**src/rtl/fixed_multiply.sv**
```systemverilog
`timescale 1ns/1ps
// fixed_multiply: iterative shift-add multiply of a Q10.10 unsigned value by a small unsigned integer,
// giving the full Q13.10 product plus a rounded, saturated integer. Option macro: MUL_EARLY_TERM_EN.
module fixed_multiply #(
   parameter  int INT_W  = 10,
   parameter  int FRAC_W = 10,
   parameter  int MPLR_W = 3,
   localparam int P_W    = INT_W + FRAC_W + MPLR_W
) (
   input  logic                    clk,
   input  logic                    rst_n,
   input  logic                    in_valid,
   input  logic [INT_W+FRAC_W-1:0] in_data_1,
   input  logic [MPLR_W-1:0]       in_data_2,
   output logic                    out_valid,
   output logic [P_W-1:0]          out_data,
   output logic [INT_W-1:0]        out_int,
   output logic                    out_sat
);

   typedef enum logic [1:0] {
      IDLE = 2'd0,
      LOAD = 2'd1,
      MULT = 2'd2,
      DONE = 2'd3
   } state_t;

   // Rounding is done one bit wider than the product so the half-LSB add cannot wrap.
   localparam int R_W = P_W + 1;
   localparam logic [R_W-1:0] HALF_C    = {{(R_W-1){1'b0}}, 1'b1} << (FRAC_W - 1);
   localparam logic [R_W-1:0] INT_MAX_C = {{(R_W-INT_W){1'b0}}, {INT_W{1'b1}}};

   state_t              state_r;
   logic [P_W-1:0]      mcand_r;
   logic [MPLR_W-1:0]   mplr_r;
   logic [P_W-1:0]      acc_r;
   logic                out_valid_r;
   logic [P_W-1:0]      out_data_r;
   logic [INT_W-1:0]    out_int_r;
   logic                out_sat_r;

   logic [R_W-1:0]      round_sum_s;
   logic [R_W-1:0]      round_s;
   logic [INT_W-1:0]    int_res_s;
   logic                sat_s;
   logic                mult_last_s;

`ifndef MUL_EARLY_TERM_EN
   localparam logic [1:0] LAST_ITER_C = 2'(MPLR_W - 1);
   logic [1:0]          iter_cnt_r;
`endif

   // Round the accumulator half-up to an integer and clamp it to the integer range.
   always_comb begin
      round_sum_s = {1'b0, acc_r} + HALF_C;
      round_s     = round_sum_s >> FRAC_W;
      if (round_s > INT_MAX_C) begin
         sat_s     = 1'b1;
         int_res_s = {INT_W{1'b1}};
      end else begin
         sat_s     = 1'b0;
         int_res_s = round_s[INT_W-1:0];
      end
   end

   // Decide whether the current MULT cycle is the last one.
   always_comb begin
`ifdef MUL_EARLY_TERM_EN
      mult_last_s = ((mplr_r >> 1) == {MPLR_W{1'b0}});
`else
      mult_last_s = (iter_cnt_r == LAST_ITER_C);
`endif
   end

   // Control FSM, shift-add datapath and registered result outputs.
   always_ff @(posedge clk or negedge rst_n) begin
      if (!rst_n) begin
         state_r     <= IDLE;
         mcand_r     <= {P_W{1'b0}};
         mplr_r      <= {MPLR_W{1'b0}};
         acc_r       <= {P_W{1'b0}};
         out_valid_r <= 1'b0;
         out_data_r  <= {P_W{1'b0}};
         out_int_r   <= {INT_W{1'b0}};
         out_sat_r   <= 1'b0;
`ifndef MUL_EARLY_TERM_EN
         iter_cnt_r  <= 2'd0;
`endif
      end else begin
         out_valid_r <= 1'b0;
         case (state_r)
            IDLE: begin
               if (in_valid) begin
                  mcand_r <= {{MPLR_W{1'b0}}, in_data_1};
                  mplr_r  <= in_data_2;
                  state_r <= LOAD;
               end else begin
                  state_r <= IDLE;
               end
            end
            LOAD: begin
               // Keep resampling while in_valid is held; the last pair seen wins.
               if (in_valid) begin
                  mcand_r <= {{MPLR_W{1'b0}}, in_data_1};
                  mplr_r  <= in_data_2;
                  state_r <= LOAD;
               end else begin
                  acc_r   <= {P_W{1'b0}};
`ifndef MUL_EARLY_TERM_EN
                  iter_cnt_r <= 2'd0;
`endif
                  state_r <= MULT;
               end
            end
            MULT: begin
               if (mplr_r[0]) begin
                  acc_r <= acc_r + mcand_r;
               end else begin
                  acc_r <= acc_r;
               end
               mcand_r <= mcand_r << 1;
               mplr_r  <= mplr_r >> 1;
`ifndef MUL_EARLY_TERM_EN
               iter_cnt_r <= iter_cnt_r + 2'd1;
`endif
               if (mult_last_s) begin
                  state_r <= DONE;
               end else begin
                  state_r <= MULT;
               end
            end
            DONE: begin
               out_valid_r <= 1'b1;
               out_data_r  <= acc_r;
               out_int_r   <= int_res_s;
               out_sat_r   <= sat_s;
               state_r     <= IDLE;
            end
            default: begin
               state_r <= IDLE;
            end
         endcase
      end
   end

   assign out_valid = out_valid_r;
   assign out_data  = out_data_r;
   assign out_int   = out_int_r;
   assign out_sat   = out_sat_r;

endmodule

```
**config.mk**
```make
export PLATFORM = sky130hd
export DESIGN_NAME = fixed_multiply
export DESIGN_NICKNAME = d
export VERILOG_FILES = /design/src/rtl/fixed_multiply.sv
export SDC_FILE = /design/constraint.sdc
export NUM_CORES = 1
export LEC_CHECK = 0
export CAP_MARGIN = 30
export CORE_UTILIZATION = 30
export CTS_CLUSTER_SIZE = 24
export DETAILED_ROUTE_END_ITERATION = 7
export PLACE_DENSITY = 0.58
export REMOVE_ABC_BUFFERS = 1
export SLEW_MARGIN = 20
export SYNTH_ARGS = -nofsm -noshare
export SYNTH_HDL_FRONTEND = slang
export SYNTH_SLANG_ARGS = --single-unit
```
**constraint.sdc**
```tcl
create_clock -name clk -period 2.4 [get_ports clk]
set_input_delay 0.72 -clock clk [delete_from_list [all_inputs] [get_ports clk]]
set_output_delay 0.72 -clock clk [all_outputs]
set_load 0.02 [all_outputs]
```
# Word level (Yosys, flattened, before mapping)
# Cells that the tools add are included.
dict set report word_totals {
  input_bits 26
  out_inout_bits 35
  wordCells 43
  ff_bits 88
}
dict set report classes {
  eq_ne 7
  n_addsub 3
  order_cmp 1
  n_reduce_logical 7
  n_mux 16
}
# op count
set ops {}
lappend ops {{$pmux 23 s2} 2}
lappend ops {{$mux 23} 3}
lappend ops {{$add 23x10->24 const B} 1}
lappend ops {{$add 23x23->23} 1}
lappend ops {{$gt 14x10->1 const B} 1}
lappend ops {{$mux 10} 1}
lappend ops {{$pmux 2 s4} 1}
lappend ops {{$eq 2x2->1 const B} 3}
lappend ops {{$pmux 3 s2} 1}
lappend ops {{$mux 1} 4}
lappend ops {{$mux 2} 2}
lappend ops {{$ne 2x2->1 const B} 2}
lappend ops {{$pmux 2 s2} 1}
lappend ops {{$reduce_and 2->1} 2}
lappend ops {{$reduce_bool 2->1} 2}
lappend ops {{$mux 3} 1}
lappend ops {{$reduce_and 3->1} 1}
lappend ops {{$add 2x1->2 const B} 1}
lappend ops {{$eq 2x1->1 const B} 1}
lappend ops {{$logic_not 2->1} 1}
lappend ops {{$ne 2x1->1 const B} 1}
lappend ops {{$reduce_or 2->1} 1}

# Depth between registers and ports, before layout
# Gate-level depths: netlist of run 1.
dict set report depth {
  depth_word 4
  mapped_depth 10
  depth_no_buf 10
}

# Least setup slack after synthesis of run 1
# OpenSTA, ideal clock, no wires.
dict set report synth_timing {
  path_kind {register to register}
  from {register mcand_r[0]}
  to {register acc_r[22]}
  arrival_ns 2.070
  stages_incl_launch_ff 11
  synth_period_minus_slack_ns 2.191
  setup_slack_ns 0.209
  setup_ns 0.121
  cell_sequence {dfrtp_1 > ha_1 > fa_1 > a21oi_1 > o211ai_1 > nand3_1 > nand3_1 > a21oi_1 > xnor2_1 > o21bai_1 > a22o_1}
}
dict set report synth_between {
  elab_chain_len 3
}
# element line_no
set synth_rtl {}
lappend synth_rtl {{start, declared} 34} ;# logic [P_W-1:0] mcand_r;
lappend synth_rtl {{start signal, assigned} 79} ;# mcand_r <= {P_W{1'b0}};
lappend synth_rtl {{start signal, assigned} 94} ;# mcand_r <= {{MPLR_W{1'b0}}, in_data_1};
lappend synth_rtl {{start signal, assigned} 104} ;# mcand_r <= {{MPLR_W{1'b0}}, in_data_1};
lappend synth_rtl {{$add 23x23->23} 117} ;# acc_r <= acc_r + mcand_r;
lappend synth_rtl {{$mux 23} 116} ;# if (mplr_r[0]) begin
lappend synth_rtl {{$pmux 23 s2} 91} ;# case (state_r)
lappend synth_rtl {{end signal, assigned} 108} ;# acc_r <= {P_W{1'b0}};
lappend synth_rtl {{end signal, assigned} 117}
lappend synth_rtl {{end signal, assigned} 119} ;# acc_r <= acc_r;
lappend synth_rtl {{end, declared} 36} ;# logic [P_W-1:0] acc_r;
# Every way passes these cells. The select of a mux whose other input is x is not followed.
# A chain may end at the register's enable or synchronous reset.

# Final worst setup path of run 1
# Ends and elaborated chain as after synthesis.

==> flow_summary.toml, run 1 <==
[outcome]
status = "completed"

[grt]
grt_start_max_net_pins = 52
grt_usage_pct = 14.7
grt-busiest-layer = "met2"
grt_pass1_wl_um = 18900
grt_util_met2_pct = 23.0
gr-total-overflow = 0
use_met3_pct = 2.47
grt_use_met1_pct = 20.4
antenna_found_initial = 0
grt_pass1_vias = 3832

[critical_path]
end_kind = "register"
startpoint_type = "register"
cp_max_fo = 3
reg2reg_depth = 10
worstPathCellList = "ha_1 -> fa_2 -> a21oi_2 -> o211ai_1 -> nand3_2 -> nand3_1 -> a21oi_2 -> xnor2_1 -> o21bai_1 -> a22o_1"
arrival_ps = 2510
worst-endpoint-required_ps = 2630
cpPeakStageDelay_ps = 410
regToRegSetupSlack_ps = 110
r2r-start = "mcand_r[0]"
crit_top_cell = "a21oi_2"
cp_num_buf_inv = 0
path_delay_family = "compound AO/OA/AOI/OAI gates"
cp_slowest_cell = "dfrtp_1"
crit_type = "register to register"
r2r-end = "acc_r[22]"
crit_cells = 10

[synthesis]
synthCells = 511
async_flop_share_pct = 100
yosys.area.top_type = "dfrtp_1"
syn_avg_cell_area_um2 = 9.25
synth_ff_type = "dfrtp_1"
yosysSeqAreaShare_pct = 46.6
synth_commonest_cells = "nand2_1 (128), dfrtp_1 (88), o21ai_0 (43)"
synth_cell_type_count = 45
synth-seq-cells = 88
synth_area_leaders = "dfrtp_1 (47%), nand2_1 (10%), ha_1 (6.4%)"
syn_area_um2 = 4730
yosys.area.top_type_share_pct = 46.6
synth_most_common_cell = "nand2_1"
yosysWarnings = 0
synth_edf_count = 0

[route]
via_per_inst = 4.67
drc = 0
routed-via-count = 3726
firstDrtPassIters = 4
ant_nets = 0
first_iter_violations = 206
wl_per_cell_um = 13.7
totalWireLength_um = 10900

[die]
dieArea_um2 = 16300
rows = 45
die_w_um = 128
die_h_um = 128
start_util_pct = 30.9
fp.coreArea_um2 = 15300
io_pins = 61

[sta]
fin_crit_ps = 2290
setup_viol = 0
max_freq_mhz = 437
final.setup.tns_ps = 0
slew_viol_final = 0
skew_ps = 8.28
timing.final.crit_share_pct = 95.3
hold_viol = 0
rsz0062_at_grt = "false"
relSlewSlack_pct = 64.0
worst_pin_slew_ps = 541

[final_layout]
final_cells = 798
nFillCells = 1544
antennaDiodeCount = 0
nets = 633
drive_gt1_share_pct = 10.9
area_delta_synth_final_pct = 27.0
stdcell_area_um2 = 6000

[place]
globalplace.congestion = 0.827
dp.cells = 781
port_buffers = 60
placed_area_um2 = 5660
dp_hpwl_um = 8410

[clock_network]
clk_path_buf_depth = 2
clock-root-buffer = "clkbuf_16"
cts_buffers = 9
cts.sinks = 88
clk_pin_slew_ps = 60
cts_max_level = 3
insertion_delay_ps = 340
tritoncts = "built"

[worst_hold_path]
hp-class = "input pin to asynchronous set/reset pin"

[power_and_ir_drop]
leakagePower_uw = 0.00272
ir_worst_vdd_mv = 0.407
powerDensity_nw_per_um2 = 1420

[flow_run]
cap_viol_max_count = 0
how the worst max path moves through the flow:
stage / end / startpoint / slack, ps
4_1_cts: acc_r[22] / mcand_r[0] / 20
5_1_grt: acc_r[10] / mcand_r[0] / 20
6_report: acc_r[22] / mcand_r[0] / 110
3_3_place_gp: acc_r[11] / in_valid / -250
3_5_place_dp: acc_r[22] / mcand_r[0] / -90
2_1_floorplan: acc_r[22] / register / -660
state kept, by name, indices dropped and copies added (netlist names), named ones only:
| register | cells |
|---|---|
| out_int | 10 |
| out_sat | 1 |
| out_data | 23 |
| mcand_r | 23 |
| out_valid | 1 |
| acc_r | 23 |
| mplr_r | 3 |
| iter_cnt_r | 2 |
| state_r | 1 |
cell families after synthesis:
logic type                 count (synthesis)  share of synthesized area [%]
AOI/OAI and AO/OA                        120                           15.6
adders and majority gates                 25                           6.78
DFF                                       88                           46.6
and+or+nand+nor                          189                           16.7
xor gates and xnor gates                  30                           5.56
buffers and inverters                     35                           3.63
muxes                                     24                           5.08
cell type report:
cell class	count	area, µm²	area share, %
Sequential cell	88	2200	36.7
Inverter	11	41.3	0.688
Timing Repair Buffer	84	803	13.4
Clock buffer	13	270	4.50
Multi-Input combinational cell	388	2400	39.9
Clock inverter	3	25.0	0.417
Tap cell	211	264	4.40
report_power, final:
group          switching (µW)  internal (µW)
Clock                     572            791
Combinational            2450           2000
Sequential                574           2150
Total                    3590           4930
per-stage QoR:
stage	power (µW)	utilization, %	setup WS [ps]	hold WS (ps)
floorplan	5500	-	-658	424
global placement	6990	36.9	-251	459
detailed placement	7130	37.0	-93.2	462
CTS	8540	39.0	17.6	390
global route	9260	39.2	16.3	411
finish	8530	39.2	113	365
metal layers:
| metal | share of wire [%] | vias to the layer above | wire length [µm] |
|---|---|---|---|
| met5 | 0 | - | 0 |
| met4 | 1.6 | 0 | 179 |
| met3 | 3.8 | 12 | 412 |
| met2 | 45 | 61 | 4890 |
| met1 | 50 | 1762 | 5430 |
| li1 | - | 1891 | - |
worst register-to-register path: stages, from the launching register on:
cell,delay [ps]
dfrtp_1,410
ha_1,240
fa_2,360
a21oi_2,150
o211ai_1,180
nand3_2,150
nand3_1,100
a21oi_2,140
xnor2_1,170
o21bai_1,90
a22o_1,180
placed cells by master (no fill, tap or decap), drive strengths merged, types with 13 or more instances in the layout:
| cell type | netlist | routed |
|---|---|---|
| nor2 | 29 | 29 |
| buf | 7 | 25 |
| xnor2 | 18 | 18 |
| a21oi | 35 | 35 |
| nand2 | 128 | 128 |
| clkbuf | 17 | 13 |
| o21ai | 53 | 53 |
| dfrtp | 88 | 88 |
| mux2i | 24 | 24 |
| clkdlybuf4s50 | 0 | 59 |
| ha | 24 | 24 |
timing repair:
action | CTS | global route
cloned | 0 | 0
hold buffers | 0 | 0
resized for setup | 1 | 8
endpoints found under the setup margin | 2 | 7
pin swaps | 2 | 5
setup buffers | 1 | 0
Note: power is estimated with default switching activity, not from simulation.
==> run 2: changes to the inputs <==
--- a/config.mk
+++ b/config.mk
@@ -6,10 +6,10 @@
 export NUM_CORES = 1
 export LEC_CHECK = 0
 export CAP_MARGIN = 30
-export CORE_UTILIZATION = 30
+export CORE_UTILIZATION = 25
 export CTS_CLUSTER_SIZE = 24
 export DETAILED_ROUTE_END_ITERATION = 7
-export PLACE_DENSITY = 0.58
+export PLACE_DENSITY = 0.51
 export REMOVE_ABC_BUFFERS = 1
 export SLEW_MARGIN = 20
 export SYNTH_ARGS = -nofsm -noshare
==> flow_summary.toml, run 2 (synthesis results as in run 1) <==
[power_and_ir_drop]
p_total_uw = 8660
p_clk_share_pct = 16.7
p_int_uw = 5010
ir_worst_vdd_mv = 0.463
powerDensity_nw_per_um2 = 1420
swShare_pct = 42.1
p_switching_uw = 3650
seqPwrFrac_pct = 31.3
leakagePower_uw = 0.00275
comb_power_share_pct = 52.0

[critical_path]
startpoint_type = "register"
crit_type = "register to register"
cpPeakStageDelay_ps = 420
reg2reg_depth = 10
worst-endpoint-required_ps = 2620
regToRegSetupSlack_ps = 160
r2r-end = "acc_r[16]"
cp_slowest_cell = "dfrtp_1"
cp_max_fo = 3
cp_num_buf_inv = 1
arrival_ps = 2460
crit_top_cell = "a21oi_2"
path_delay_family = "compound AO/OA/AOI/OAI gates"
end_kind = "register"
worstPathCellList = "ha_2 -> fa_2 -> a21oi_2 -> o211ai_1 -> nand3_2 -> a21oi_2 -> buf_4 -> a31oi_2 -> xor2_1 -> o21ai_1"
r2r-start = "mcand_r[0]"

[sta]
max_freq_mhz = 447
setup_viol = 0
slew_viol_final = 0
worst_pin_slew_ps = 549
hold_slack_ps = 287
skew_ps = 12.3
rsz0062_at_grt = "true"
fin_crit_ps = 2240
timing.final.crit_share_pct = 93.1
relSlewSlack_pct = 63.0
hold_viol = 0

[flow_run]
cap_viol_max_count = 0

[final_layout]
post-route-util_pct = 33.3
area_delta_synth_final_pct = 28.7
drive_gt1_share_pct = 12.2
final_cell_mix = "nand2_1 (128), dfrtp_1 (87), clkdlybuf4s50_1 (59), o21ai_0 (42), buf_4 (28)"
layout_commonest_cell = "nand2_1"
stdcell_area_um2 = 6080
antennaDiodeCount = 0
nets = 638

[grt]
grt_start_max_net_pins = 52
grt_usage_pct = 12.6
gr-total-overflow = 0
antenna_found_initial = 0
grt_pass1_vias = 3828
grt_pass1_wl_um = 19700

[route]
drc = 0
first_iter_violations = 123
routed-via-count = 3724
wl_per_cell_um = 14.0
ant_nets = 0
totalWireLength_um = 11500
firstDrtPassIters = 4
via_per_inst = 4.54

[place]
placed_area_um2 = 5710
dp_hpwl_um = 8700
port_buffers = 60
globalplace.congestion = 0.875

[clock_network]
cts.sinks = 88
clk_path_buf_depth = 2
tritoncts = "built"
cts_buffers = 9
cts_max_level = 3
clk_pin_slew_ps = 70
insertion_delay_ps = 340
clock-root-buffer = "clkbuf_16"

[die]
die_h_um = 140
rows = 49
dieArea_um2 = 19500
start_util_pct = 25.9
die_w_um = 140
fp.coreArea_um2 = 18300
io_pins = 61

[worst_hold_path]
hp-class = "input pin to asynchronous set/reset pin"

[outcome]
status = "completed"
## run 2: cell count changes in the layout (fill, tap and decap cells not counted), moves of 2 or more
cell,change
a31oi_1,-2
a31oi_2,+2
clkinv_4,-2
clkbuf_8,-2
inv_6,+2
buf_4,+5
## run 2: metrics by stage
stage	instances	setup TNS [ps]	setup slack, ps
after CTS	819	0	25.2
after global placement	802	-1430	-182
after global routing	821	-6.54	-6.54
final	821	0	165
after detailed placement	803	-20.6	-16.4
after floorplan	487	-23780	-658
## run 2: cell type report
| type | count | area, µm² |
|---|---|---|
| clock buffers | 11 | 243 |
| clock inverters | 5 | 62.6 |
| fillers | 1871 | 12200 |
| inverters | 11 | 41.3 |
| multi-input cells | 388 | 2410 |
| flip-flops and latches | 88 | 2200 |
| well taps | 229 | 287 |
| repair buffers | 89 | 841 |
## run 2: timing repair
| action | 4_1_cts | 5_1_grt |
|---|---|---|
| endpoints found under the setup margin | 3 | 8 |
| hold buffers | 0 | 0 |
| gates cloned | 0 | 0 |
| pin swaps | 1 | 7 |
| buffers inserted | 0 | 2 |
| gates resized for setup | 2 | 11 |
## run 2: per-layer routing
metal  global-route usage [%]  vias to the layer above  part of all wire, %
met4                     3.86                        0                  1.1
met2                     19.7                       56                   44
li1                         -                     1893                    -
met1                     17.4                     1767                   51
met3                     2.82                        8                  3.5
met5                        0                        -                    0
## run 2: worst reg2reg max path, cell delays in order, from the launching register on
cell	delay (ps)
dfrtp_1	420
ha_2	210
fa_2	340
a21oi_2	160
o211ai_1	180
nand3_2	160
a21oi_2	80
buf_4	140
a31oi_2	180
xor2_1	190
o21ai_1	70
## run 2: how the worst max path moves through the flow
stage | from | to | slack, ps | cells past startpoint
2_1_floorplan | register | acc_r[22] | -660 | 4
3_3_place_gp | in_valid | acc_r[12] | -180 | 6
3_5_place_dp | mcand_r[0] | acc_r[20] | -20 | 10
4_1_cts | mcand_r[0] | acc_r[22] | 30 | 10
5_1_grt | mcand_r[0] | acc_r[16] | -7 | 10
6_report | mcand_r[0] | acc_r[16] | 160 | 10
## run 2: power by group through the flow
stage / Sequential (µW) / Clock, µW / Combinational [µW]
finish: 2710 / 1440 / 4500
global route: 2820 / 1560 / 5030
CTS: 2710 / 1500 / 4460
detailed placement: 2730 / 0 / 4430
global placement: 2720 / 0 / 4360
floorplan: 2900 / 0 / 2600
